File: config.mk
export PLATFORM = sky130hd
export DESIGN_NAME = fpu_issue_ctrl_flat
export DESIGN_NICKNAME = d
export VERILOG_FILES = /design/src/rtl/fpu_issue_ctrl_if.sv /design/src/rtl/fpu_issue_ctrl.sv /design/src/flat_wrapper.sv
export SDC_FILE = /design/constraint.sdc
export NUM_CORES = 1
export LEC_CHECK = 0
export CAP_MARGIN = 0
export CELL_PAD_IN_SITES_DETAIL_PLACEMENT = 0
export CELL_PAD_IN_SITES_GLOBAL_PLACEMENT = 1
export CORE_MARGIN = 2
export CORE_UTILIZATION = 53
export CTS_BUF_LIST = sky130_fd_sc_hd__clkbuf_8
export CTS_CLUSTER_DIAMETER = 200
export DETAILED_ROUTE_END_ITERATION = 8
export PLACE_DENSITY_LB_ADDON = 0.1
export SLEW_MARGIN = 10
export SYNTH_ARGS = -nofsm -noshare
export SYNTH_HDL_FRONTEND = slang
export SYNTH_SLANG_ARGS = --single-unit
File: constraint.sdc
create_clock -name clk -period 10.6 [get_ports clk]
set_clock_uncertainty 0.1 [all_clocks]
set_input_delay 2.12 -clock clk [delete_from_list [all_inputs] [get_ports clk]]
set_output_delay 2.12 -clock clk [all_outputs]
set_load 0.005 [all_outputs]
File: src/rtl/fpu_issue_ctrl_if.sv
// Decode-side issue handshake and FP-datapath control/status bundle for fpu_issue_ctrl.
interface fpu_issue_if;
  logic        issue_valid;
  logic        issue_ready;
  logic [3:0]  issue_op;
  logic [4:0]  issue_rd;
  logic [4:0]  issue_rs1;
  logic [4:0]  issue_rs2;
  logic        issue_use_rs2;
  logic        start;
  logic [3:0]  start_op;
  logic        divsq_busy;
  logic        wb_valid;
  logic [3:0]  wb_op;
  logic [4:0]  wb_rd;
  logic [31:0] pending;
  logic        err_illegal;

  modport slave (
    input  issue_valid, issue_op, issue_rd, issue_rs1, issue_rs2, issue_use_rs2,
    output issue_ready, start, start_op, divsq_busy, wb_valid, wb_op, wb_rd,
           pending, err_illegal
  );

  modport master (
    output issue_valid, issue_op, issue_rd, issue_rs1, issue_rs2, issue_use_rs2,
    input  issue_ready, start, start_op, divsq_busy, wb_valid, wb_op, wb_rd,
           pending, err_illegal
  );
endinterface

File: src/rtl/fpu_issue_ctrl.sv
// FP issue controller: scoreboard hazards, shared div/sqrt sequencing, cycle-exact writeback slots.
// Optional FPU_WB_FWD_EN lets a source read bypass from the writeback bus in its writeback cycle.
module fpu_issue_ctrl #(
  parameter int ADD_LAT  = 3,
  parameter int MUL_LAT  = 2,
  parameter int CVT_LAT  = 1,
  parameter int DIV_LAT  = 12,
  parameter int SQRT_LAT = 10,
  parameter int WB_DEPTH = 16
) (
  input  logic   clk,
  input  logic   rst,
  fpu_issue_if.slave io
);
  localparam logic [3:0] EFADD = 4'd7, EFSUB = 4'd8, EFMUL = 4'd9, EFDIV = 4'd10;
  localparam logic [3:0] EFSQRT = 4'd11, EFTOI = 4'd12, EITOF = 4'd13;
  localparam int IW = $clog2(WB_DEPTH);
  localparam int CW = 8;
  localparam logic [0:0] DS_IDLE = 1'b0, DS_BUSY = 1'b1;

  typedef struct packed {
    logic       vld;
    logic [3:0] op;
    logic [4:0] rd;
  } wb_slot_t;

  wb_slot_t [WB_DEPTH-1:0] r_win, w_win_nxt;
  logic [31:0]   r_pending, w_src_pend, w_clr, w_set;
  logic          r_start, r_err;
  logic [3:0]    r_start_op;
  logic [0:0]    r_ds_state;
  logic [CW-1:0] r_ds_cnt, w_ds_ld;
  logic [IW-1:0] w_lat;
  logic          w_legal, w_is_ds, w_raw, w_waw, w_wbc, w_ds_blk, w_ready, w_acc, w_acc_fp;

  assign w_legal = (io.issue_op >= EFADD) && (io.issue_op <= EITOF);
  assign w_is_ds = (io.issue_op == EFDIV) || (io.issue_op == EFSQRT);

  always_comb begin
    w_lat = '0;
    case (io.issue_op)
      EFADD, EFSUB: w_lat = IW'(ADD_LAT);
      EFMUL:        w_lat = IW'(MUL_LAT);
      EFDIV:        w_lat = IW'(DIV_LAT);
      EFSQRT:       w_lat = IW'(SQRT_LAT);
      EFTOI, EITOF: w_lat = IW'(CVT_LAT);
      default:      w_lat = '0;
    endcase
  end

  assign w_clr = r_win[0].vld ? (32'd1 << r_win[0].rd) : 32'd0;
`ifdef FPU_WB_FWD_EN
  // The register being written this cycle is readable off the writeback bus.
  assign w_src_pend = r_pending & ~w_clr;
`else
  assign w_src_pend = r_pending;
`endif

  assign w_raw    = w_src_pend[io.issue_rs1] | (io.issue_use_rs2 & w_src_pend[io.issue_rs2]);
  assign w_waw    = r_pending[io.issue_rd];
  // Slot k of the window is written back k cycles from now; a start next cycle lands at lat+1.
  assign w_wbc    = r_win[w_lat + IW'(1)].vld;
  assign w_ds_blk = w_is_ds & (r_ds_state == DS_BUSY) & (r_ds_cnt != '0);
  assign w_ready  = ~w_legal | ~(w_raw | w_waw | w_wbc | w_ds_blk);
  assign w_acc    = io.issue_valid & w_ready;
  assign w_acc_fp = w_acc & w_legal;
  assign w_set    = w_acc_fp ? (32'd1 << io.issue_rd) : 32'd0;
  assign w_ds_ld  = (io.issue_op == EFDIV) ? CW'(DIV_LAT - 1) : CW'(SQRT_LAT - 1);

  always_comb begin
    for (int k = 0; k < WB_DEPTH - 1; k++) w_win_nxt[k] = r_win[k+1];
    w_win_nxt[WB_DEPTH-1] = '0;
    if (w_acc_fp) w_win_nxt[w_lat] = '{vld: 1'b1, op: io.issue_op, rd: io.issue_rd};
  end

  always_ff @(posedge clk or posedge rst) begin
    if (rst) begin
      r_win      <= '0;
      r_pending  <= '0;
      r_start    <= 1'b0;
      r_start_op <= '0;
      r_err      <= 1'b0;
    end else begin
      r_win     <= w_win_nxt;
      r_pending <= (r_pending & ~w_clr) | w_set;
      r_start   <= w_acc_fp;
      r_err     <= w_acc & ~w_legal;
      if (w_acc_fp) r_start_op <= io.issue_op;
    end
  end

  always_ff @(posedge clk or posedge rst) begin
    if (rst) begin
      r_ds_state <= DS_IDLE;
      r_ds_cnt   <= '0;
    end else begin
      case (r_ds_state)
        DS_IDLE: if (w_acc_fp && w_is_ds) begin
          r_ds_state <= DS_BUSY;
          r_ds_cnt   <= w_ds_ld;
        end
        default: if (r_ds_cnt != '0) begin
          r_ds_cnt <= r_ds_cnt - CW'(1);
        end else if (w_acc_fp && w_is_ds) begin
          r_ds_cnt <= w_ds_ld;
        end else begin
          r_ds_state <= DS_IDLE;
        end
      endcase
    end
  end

  assign io.issue_ready = w_ready;
  assign io.start       = r_start;
  assign io.start_op    = r_start_op;
  assign io.divsq_busy  = (r_ds_state == DS_BUSY);
  assign io.wb_valid    = r_win[0].vld;
  assign io.wb_op       = r_win[0].op;
  assign io.wb_rd       = r_win[0].rd;
  assign io.pending     = r_pending;
  assign io.err_illegal = r_err;
endmodule

File: src/flat_wrapper.sv
// flat-port wrapper written by rule: the top's interface ports become plain ports
module fpu_issue_ctrl_flat 
#(
  parameter int ADD_LAT  = 3,
  parameter int MUL_LAT  = 2,
  parameter int CVT_LAT  = 1,
  parameter int DIV_LAT  = 12,
  parameter int SQRT_LAT = 10,
  parameter int WB_DEPTH = 16
)
  (clk, rst, io_issue_valid, io_issue_op, io_issue_rd, io_issue_rs1, io_issue_rs2, io_issue_use_rs2, io_issue_ready, io_start, io_start_op, io_divsq_busy, io_wb_valid, io_wb_op, io_wb_rd, io_pending, io_err_illegal);
  fpu_issue_if io_i ();
  input  logic clk;
  input  logic rst;
  input wire logic [$bits(io_i.issue_valid)-1:0] io_issue_valid;
  input wire logic [$bits(io_i.issue_op)-1:0] io_issue_op;
  input wire logic [$bits(io_i.issue_rd)-1:0] io_issue_rd;
  input wire logic [$bits(io_i.issue_rs1)-1:0] io_issue_rs1;
  input wire logic [$bits(io_i.issue_rs2)-1:0] io_issue_rs2;
  input wire logic [$bits(io_i.issue_use_rs2)-1:0] io_issue_use_rs2;
  output wire logic [$bits(io_i.issue_ready)-1:0] io_issue_ready;
  output wire logic [$bits(io_i.start)-1:0] io_start;
  output wire logic [$bits(io_i.start_op)-1:0] io_start_op;
  output wire logic [$bits(io_i.divsq_busy)-1:0] io_divsq_busy;
  output wire logic [$bits(io_i.wb_valid)-1:0] io_wb_valid;
  output wire logic [$bits(io_i.wb_op)-1:0] io_wb_op;
  output wire logic [$bits(io_i.wb_rd)-1:0] io_wb_rd;
  output wire logic [$bits(io_i.pending)-1:0] io_pending;
  output wire logic [$bits(io_i.err_illegal)-1:0] io_err_illegal;
  assign io_i.issue_valid = io_issue_valid;
  assign io_i.issue_op = io_issue_op;
  assign io_i.issue_rd = io_issue_rd;
  assign io_i.issue_rs1 = io_issue_rs1;
  assign io_i.issue_rs2 = io_issue_rs2;
  assign io_i.issue_use_rs2 = io_issue_use_rs2;
  assign io_issue_ready = io_i.issue_ready;
  assign io_start = io_i.start;
  assign io_start_op = io_i.start_op;
  assign io_divsq_busy = io_i.divsq_busy;
  assign io_wb_valid = io_i.wb_valid;
  assign io_wb_op = io_i.wb_op;
  assign io_wb_rd = io_i.wb_rd;
  assign io_pending = io_i.pending;
  assign io_err_illegal = io_i.err_illegal;
  fpu_issue_ctrl #(.ADD_LAT(ADD_LAT), .MUL_LAT(MUL_LAT), .CVT_LAT(CVT_LAT), .DIV_LAT(DIV_LAT), .SQRT_LAT(SQRT_LAT), .WB_DEPTH(WB_DEPTH)) u_core (.clk(clk), .rst(rst), .io(io_i));
endmodule
==> out/qor.yml, run 1 <==
timing:
  timing.final.max_slew_violations: 0
  final_ws_setup_ns: 2.346
  hold_violations: 0
  worst_hold_slack_ns: 0.2448
  setup_total_negative_slack_ns: 0
  maxSlewHeadroom: 0.2269
  final_period_minus_worst_setup_slack_ns: 8.254
  rsz0062_at_grt: "false"
  tightestPinTransition_ns: 1.156
  final_count_of_negative_setup_slack_endpoints: 0
  post-route-period-util: 0.7787
  achievable-frequency_mhz: 121.2
drt:
  dr.first_iter.drc_count: 417
  drt_pre_antenna_iters: 7
  routed_via_density: 5.759
  ant_nets: 0
  vias: 5494
  drc: 0
  routed_wirelength_mm: 18.69
  route.detailed.wl_per_inst_um: 19.59
placed_design:
  placement.setup.worst_slack_ns: 2.353
  place_hpwl_mm: 12.53
  place_area_um2: 9265
  buffer_ports.inserted: 72
  place.gp.congestion: 0.9099
  number_of_placed_cells_counting_well_taps: 896
critical_path:
  worstSetupStartpoint: "io_issue_op[0]"
  critical_path.reg2reg.startpoint: "u_core.r_ds_cnt[0]"
  worstSetupPathType: "input pin to output port"
  cp_data_arrival_time_ns: 6.03
  worst_setup_path_end_kind: "output port"
  crit_path_max_fanout: 21
  critPathLaunchType: "input pin"
  worst_ep_required_time_ns: 8.38
outcome:
  outcome: "completed"
cells_and_area:
  num_antenna_cells: 0
  synthToLayoutAreaGrowth_pct: 13.69
  design.final.nets: 743
  layout-drive-gt1-share: 0.1816
  post-route-cell-area_um2: 9925
  multi_input_area_um2: 3027
  final_cell_count_no_fill: 954
  postLayoutCoreUtil: 0.6203
  fill_cells: 1313
  layout.area.seq_um2: 5180
clocking:
  htree_levels: 2
  cts_num_sinks: 207
  ctsRootBufferMaster: "clkbuf_8"
  postCtsSetupRepairBufs: 0
  worstSkewPairLatency_ns: 0.51
  numCtsBuffers: 35
  path_clk_slew_ns: 0.06
  cts-resized-gates: 0
  clock_path_buffers: 3
  cts_tree: "yes"
  postCtsHoldBufs: 0
die:
  rows: 46
  dieHeight_um: 132.3
  initial_utilization: 0.5456
  io-pin-count: 73
  floorplan.die.width_um: 132.3
  placeableCoreArea_um2: 16000
  die-area_um2: 17510
yosys:
  post_synth.cell_area_avg_um2: 12.19
  synth_xor_area_frac: 0.002007
  yosys_warnings: 0
  synth.area.mux_share: 0.1334
  async_reset_ff_frac: 1.000
  synthFlopType: "dfrtp_1"
  synth_cell_types: 63
  synth.area.top_cells: "dfrtp_1, mux2_2, o21ai_0"
  synth_area_um2: 8730
  synth_seq_cells: 207
  synth-seq-area-share: 0.5934
  synthSimpleGateAreaFrac: 0.1217
  synth_edf_count: 0
  synthDominantCellAreaShare: 0.5934
  synth_top_family_by_area: "multiplexers"
  area_fraction_in_compound_gates_after_synthesis: 0.08342
  synthesis.instances: 716
  yosys.area_share.adder: 0.004300
  netlist.top_cell.by_area: "dfrtp_1"
grt:
  grt_pass1_vias: 5762
  grt_pass1_wl_mm: 30.87
  grt_overflow: 0
  grt_start_max_net_pins: 122
  number_of_antenna_violations_at_the_first_check_in_global_routing: 0
  groute.usage.overall: 0.2228
power:
  power.switching_fraction: 0.2372
  cellInternalPower_mw: 1.240
  p_leak_nw: 4.589
  power.share.sequential: 0.512
  worst_vdd_ir_mv: 0.1220
  clkPwrFrac: 0.404
  power.share.combinational: 0.084
  post-layout-total-power_mw: 1.626
  power_density_normalized_to_cell_area_nw_per_um2: 163.8
  power.net_switching_mw: 0.3855
hold_path:
  worstHoldStart: "u_core.r_win[61]"
  path_class_of_the_lowest_slack_min_delay_path: "register to register"
run:
  drv.max_cap_violation_count: 0
[flip-flops by register name, summed over array words and instances (netlist names)]
signal / flops
u_core.r_win: 150
u_core.io.pending: 32
u_core.r_ds_cnt: 8
u_core.io.wb_rd: 5
u_core.io.start_op: 4
u_core.io.wb_op: 4
u_core.io.divsq_busy: 1
u_core.io.err_illegal: 1
u_core.io.start: 1
u_core.io.wb_valid: 1
[placed cells by master (no fill, tap or decap), types with 5 or more instances in the layout]
master and instances:
mux2_1 12, nor2b_1 18, nor3_1 5, nand2_1 34, or2_2 14, and4_1 7, and3_1 7, nand3_1 12
nor2_1 16, nand2b_1 19, inv_1 22, o21ai_0 69, clkbuf_8 43, dfrtp_1 207, clkdlybuf4s50_1 72, nand3b_1 7
mux4_2 15, mux2_2 41, and2_1 11, mux2i_1 23
[synthesized netlist by cell type, drive strengths merged (2+ instances only)]
master / instances
o211ai: 4
a31oi: 5
and2: 11
mux2: 53
o221ai: 4
nand2: 34
inv: 12
nand3b: 7
a211o: 2
nand2b: 19
and3: 7
a21oi: 3
a22oi: 4
o21ai: 70
a211oi: 3
mux4: 15
dfrtp: 207
o32a: 2
xnor2: 2
or2: 14
and4: 7
o31ai: 2
nand3: 13
ha: 3
nor3: 5
nand4b: 5
or3: 4
mux2i: 23
a22o: 4
or3b: 2
clkbuf: 89
nand4: 8
nor2b: 18
buf: 22
nor2: 16
[area by class of cell]
type,instances,share of cell area
multi-input cells,387,0.3050
clock buffers,43,0.05963
inverters,12,0.005295
clock inverters,15,0.006808
repair buffers,74,0.07413
well taps,216,0.02723
flip-flops and latches,207,0.5219
[power groups by stage]
stage | Combinational (mW) | Clock, mW | Sequential, mW
2_1_floorplan | 0.0914 | 0 | 0.842
3_3_place_gp | 0.136 | 0 | 0.845
3_5_place_dp | 0.138 | 0 | 0.846
4_1_cts | 0.138 | 0.679 | 0.833
5_1_grt | 0.152 | 0.719 | 0.835
6_report | 0.137 | 0.656 | 0.833
[worst max-delay path, stage by stage]
cell and delay, ns:
clkdlybuf4s50_1 0.88, nand4b_1 0.36, o21ai_0 0.22, ha_1 0.49
inv_1 0.17, o221ai_1 0.11, a31oi_1 0.06, o211ai_1 0.22
nand4_1 0.17, nor4_4 0.27, buf_4 0.32, inv_1 0.07
nand2_1 0.07, clkdlybuf4s50_1 0.50
[final timing paths]
check | end | slack, ns | cells after the start
max reg2reg | u_core.r_win[121] | 6.76 | 10
max | io_issue_ready | 2.35 | 14
min | u_core.r_win[51] | 0.24 | 0
min in group asynchronous | u_core.r_win[95] | 2.07 | 2
min reg2reg | u_core.r_win[51] | 0.24 | 0
max in group asynchronous | u_core.io.pending[8] | 6.75 | 3
[cells by family after synthesis]
kind of cell | Yosys count
DFF | 207
and+or+nand+nor | 173
buffers and inverters | 123
AOI/OAI and AO/OA | 116
muxes | 91
adders and majority gates | 3
xor gates and xnor gates | 2
other | 1
[metal layers]
metal  global-route usage  vias to the layer above  wire [µm]
met5                    0                        -          0
met4              0.09080                        0        510
met1               0.3186                     2812       8448
met2               0.3359                      191       8744
met3              0.04691                       45        990
li1                     -                     2446          -
No activity file was read; power rests on OpenSTA's default activity.
==> run 2: changes to the inputs <==
Settings changed: CORE_UTILIZATION 53 to 44.
Clock period 10.6 ns to 7.05 ns, I/O delays scaled along.
==> run 2 against run 1 <==
Combinational power grew 54%. Via count down 0.25%. Highest routed layer unchanged. Count of clock-buffer cells in the layout decreased by 3. Utilization decreased by 11 points. Wire length increased by 7.7%. Setup slack worse by 1.8 ns. Sequential power increased by 50%. Die area up 20%. Largest cell class unchanged. Register-to-register slack lost 3.6 ns. Sequential share of layout area decreased by 0.40 points.
==> out/qor.yml, run 2 (synthesized netlist as in run 1, its figures left out) <==
placed_design:
  place_hpwl_mm: 13.72  # +9.5%
  buffer_ports.inserted: 72  # unchanged
  place.gp.congestion: 0.9287  # +2.1%
  number_of_placed_cells_counting_well_taps: 952  # +6.3%
critical_path:
  worst_setup_path_end_kind: "output port"
  worstSetupPathType: "input pin to output port"
  timing.critical_path.buf_inv: 4  # -1
  critical_path.top_delay_family: "buffers and inverters"
  cp_data_arrival_time_ns: 4.99  # -1.04 ns
  critPathLaunchType: "input pin"
  crit_path_max_incr_delay_ns: 0.76  # -0.12 ns
  crit_path_max_fanout: 14  # -33%
  crit_slowest_cell: "clkdlybuf4s50_1"
  worst_ep_required_time_ns: 5.54  # -2.84 ns
  critical_path.cell_chain: "clkdlybuf4s50_1 > nand4b_1 > o21ai_0 > ha_1 > inv_1 > o221ai_1 > a31oi_1 > o211ai_1 > nand4_1 > nor4_4 > inv_1 > nand2_1 > clkdlybuf4s50_1"
drt:
  vias: 5480  # -0.25%
  dr.max_layer_used: "met4"
  ant_nets: 0  # unchanged
  routed_wirelength_mm: 20.14  # +7.7%
  wl_met3_mm: 1.212  # +22%
  drt_pre_antenna_iters: 5  # -2
  detail_route.wirelength.met1_mm: 9.017  # +6.7%
  drc: 0  # unchanged
  dr.first_iter.drc_count: 406  # -2.6%
  detailroute.wirelength.met2_mm: 9.256  # +5.9%
  route.detailed.wl_per_inst_um: 20.02  # +2.2%
  routed_via_density: 5.447  # -5.4%
power:
  worst_vdd_ir_mv: 0.2025  # +66%
  power_density_normalized_to_cell_area_nw_per_um2: 241.7  # +48%
  p_leak_nw: 4.600  # +0.24%
run:
  drv.max_cap_violation_count: 0  # unchanged
timing:
  timing.final.max_slew_violations: 0  # unchanged
  rsz0062_at_grt: "false"
  hold_violations: 0  # unchanged
  worst_hold_slack_ns: 0.2396  # -0.005213 ns
  setup_total_negative_slack_ns: 0  # unchanged
  final_period_minus_worst_setup_slack_ns: 6.500
  tightestPinTransition_ns: 0.9048  # -0.2513 ns
  achievable-frequency_mhz: 153.8
  maxSlewHeadroom: 0.3812  # +0.1543
  final_count_of_negative_setup_slack_endpoints: 0  # unchanged
  post-route-period-util: 0.9220
cells_and_area:
  final_cell_count_no_fill: 1006  # +5.5%
  synthToLayoutAreaGrowth_pct: 14.58
  fill_cells: 1729  # +32%
  postLayoutCoreUtil: 0.5139  # -0.1064
  largest_register_ffs: 150  # unchanged
  layout-drive-gt1-share: 0.1849  # +0.003313
  layout.cells.most_common_list: "dfrtp_1, clkdlybuf4s50_1, o21ai_0, mux2_2, clkbuf_8"
  num_antenna_cells: 0  # unchanged
  max_flop_register: "u_core.r_win"
  final_common_cell: "dfrtp_1"
  design.final.nets: 750  # +0.94%
outcome:
  outcome: "completed"
grt:
  grt_start_max_net_pins: 173  # +42%
  grt_pass1_wl_mm: 32.30  # +4.6%
  grt_pass1_vias: 5749  # -0.23%
  groute.usage.overall: 0.2036  # -0.01919
  grt_overflow: 0  # unchanged
  number_of_antenna_violations_at_the_first_check_in_global_routing: 0  # unchanged
clocking:
  ctsRootBufferMaster: "clkbuf_8"
  cts_tree: "yes"
  htree_levels: 2  # unchanged
  postCtsSetupRepairBufs: 0  # unchanged
  worstSkewPairLatency_ns: 0.51  # about the same
  postCtsHoldBufs: 0  # unchanged
  numCtsBuffers: 35  # unchanged
  cts-resized-gates: 0  # unchanged
  cts_num_sinks: 207  # unchanged
  clock_path_buffers: 3  # unchanged
  path_clk_slew_ns: 0.06  # about the same
hold_path:
  path_class_of_the_lowest_slack_min_delay_path: "register to register"
die:
  rows: 51  # +11%
  initial_utilization: 0.4485  # -0.09705
  placeableCoreArea_um2: 19460  # +22%
  die-area_um2: 20980  # +20%
  io-pin-count: 73  # unchanged
  dieHeight_um: 144.9  # +9.5%
  floorplan.die.width_um: 144.9  # +9.5%
==> run 2: worst paths after layout <==
kind,startpoint,to,slack [ns],cells after the start
worst min register to register,u_core.r_win[60],u_core.r_win[50],0.24,0
min in group asynchronous,rst,u_core.io.wb_op[3],1.28,2
worst min-delay path,u_core.r_win[60],u_core.r_win[50],0.24,0
worst max register to register,u_core.r_ds_cnt[0],u_core.r_win[37],3.14,10
worst max-delay path,io_issue_op[2],io_issue_ready,0.55,13
max in group asynchronous,rst,u_core.r_win[159],4.21,3
==> run 2: layout make-up <==
| type | instances | area [µm²] | share of cell area |
|---|---|---|---|
| sequential | 207 | 5180 | 0.5179 |
| multi-input combinational | 387 | 3027 | 0.3026 |
| timing repair buffer | 81 | 800.8 | 0.08006 |
| clock buffer | 40 | 550.5 | 0.05504 |
| tap | 265 | 331.6 | 0.03315 |
| clock inverter | 14 | 63.81 | 0.006380 |
| inverter | 12 | 48.80 | 0.004879 |
==> run 2: worst reg2reg max path, cell delays in order (launching register included) <==
cell      delay (ns)
dfrtp_1         0.39
inv_1           0.09
ha_1            0.21
nand2_1         0.10
or3_4           0.37
o31a_4          0.34
a2111o_1        0.48
nor4_4          0.32
buf_4           0.34
and4_1          0.66
mux2_2          0.41
==> run 2: metrics by stage <==
stage | power (mW) | cell area (µm²) | worst slack [ns]
after floorplan | 1.404 | 8737 | 1.716
after global placement | 1.480 | 9388 | 0.7621
after detailed placement | 1.487 | 9388 | 0.5906
after CTS | 2.458 | 10000 | 0.5830
after global routing | 2.544 | 10000 | 0.2632
final | 2.418 | 10000 | 0.5496
==> run 2: per-layer routing <==
metal | GRT usage | vias to the layer above
met2 | 0.3138 | 200
met5 | 0 | -
met3 | 0.03587 | 53
li1 | - | 2453
met1 | 0.2846 | 2774
met4 | 0.08942 | 0
==> run 2: where the power goes <==
| part | switching (mW) | internal (mW) | total, mW |
|---|---|---|---|
| sequential | 0.0272 | 1.22 | 1.25 |
| combinational | 0.116 | 0.0954 | 0.211 |
| clock | 0.442 | 0.513 | 0.955 |
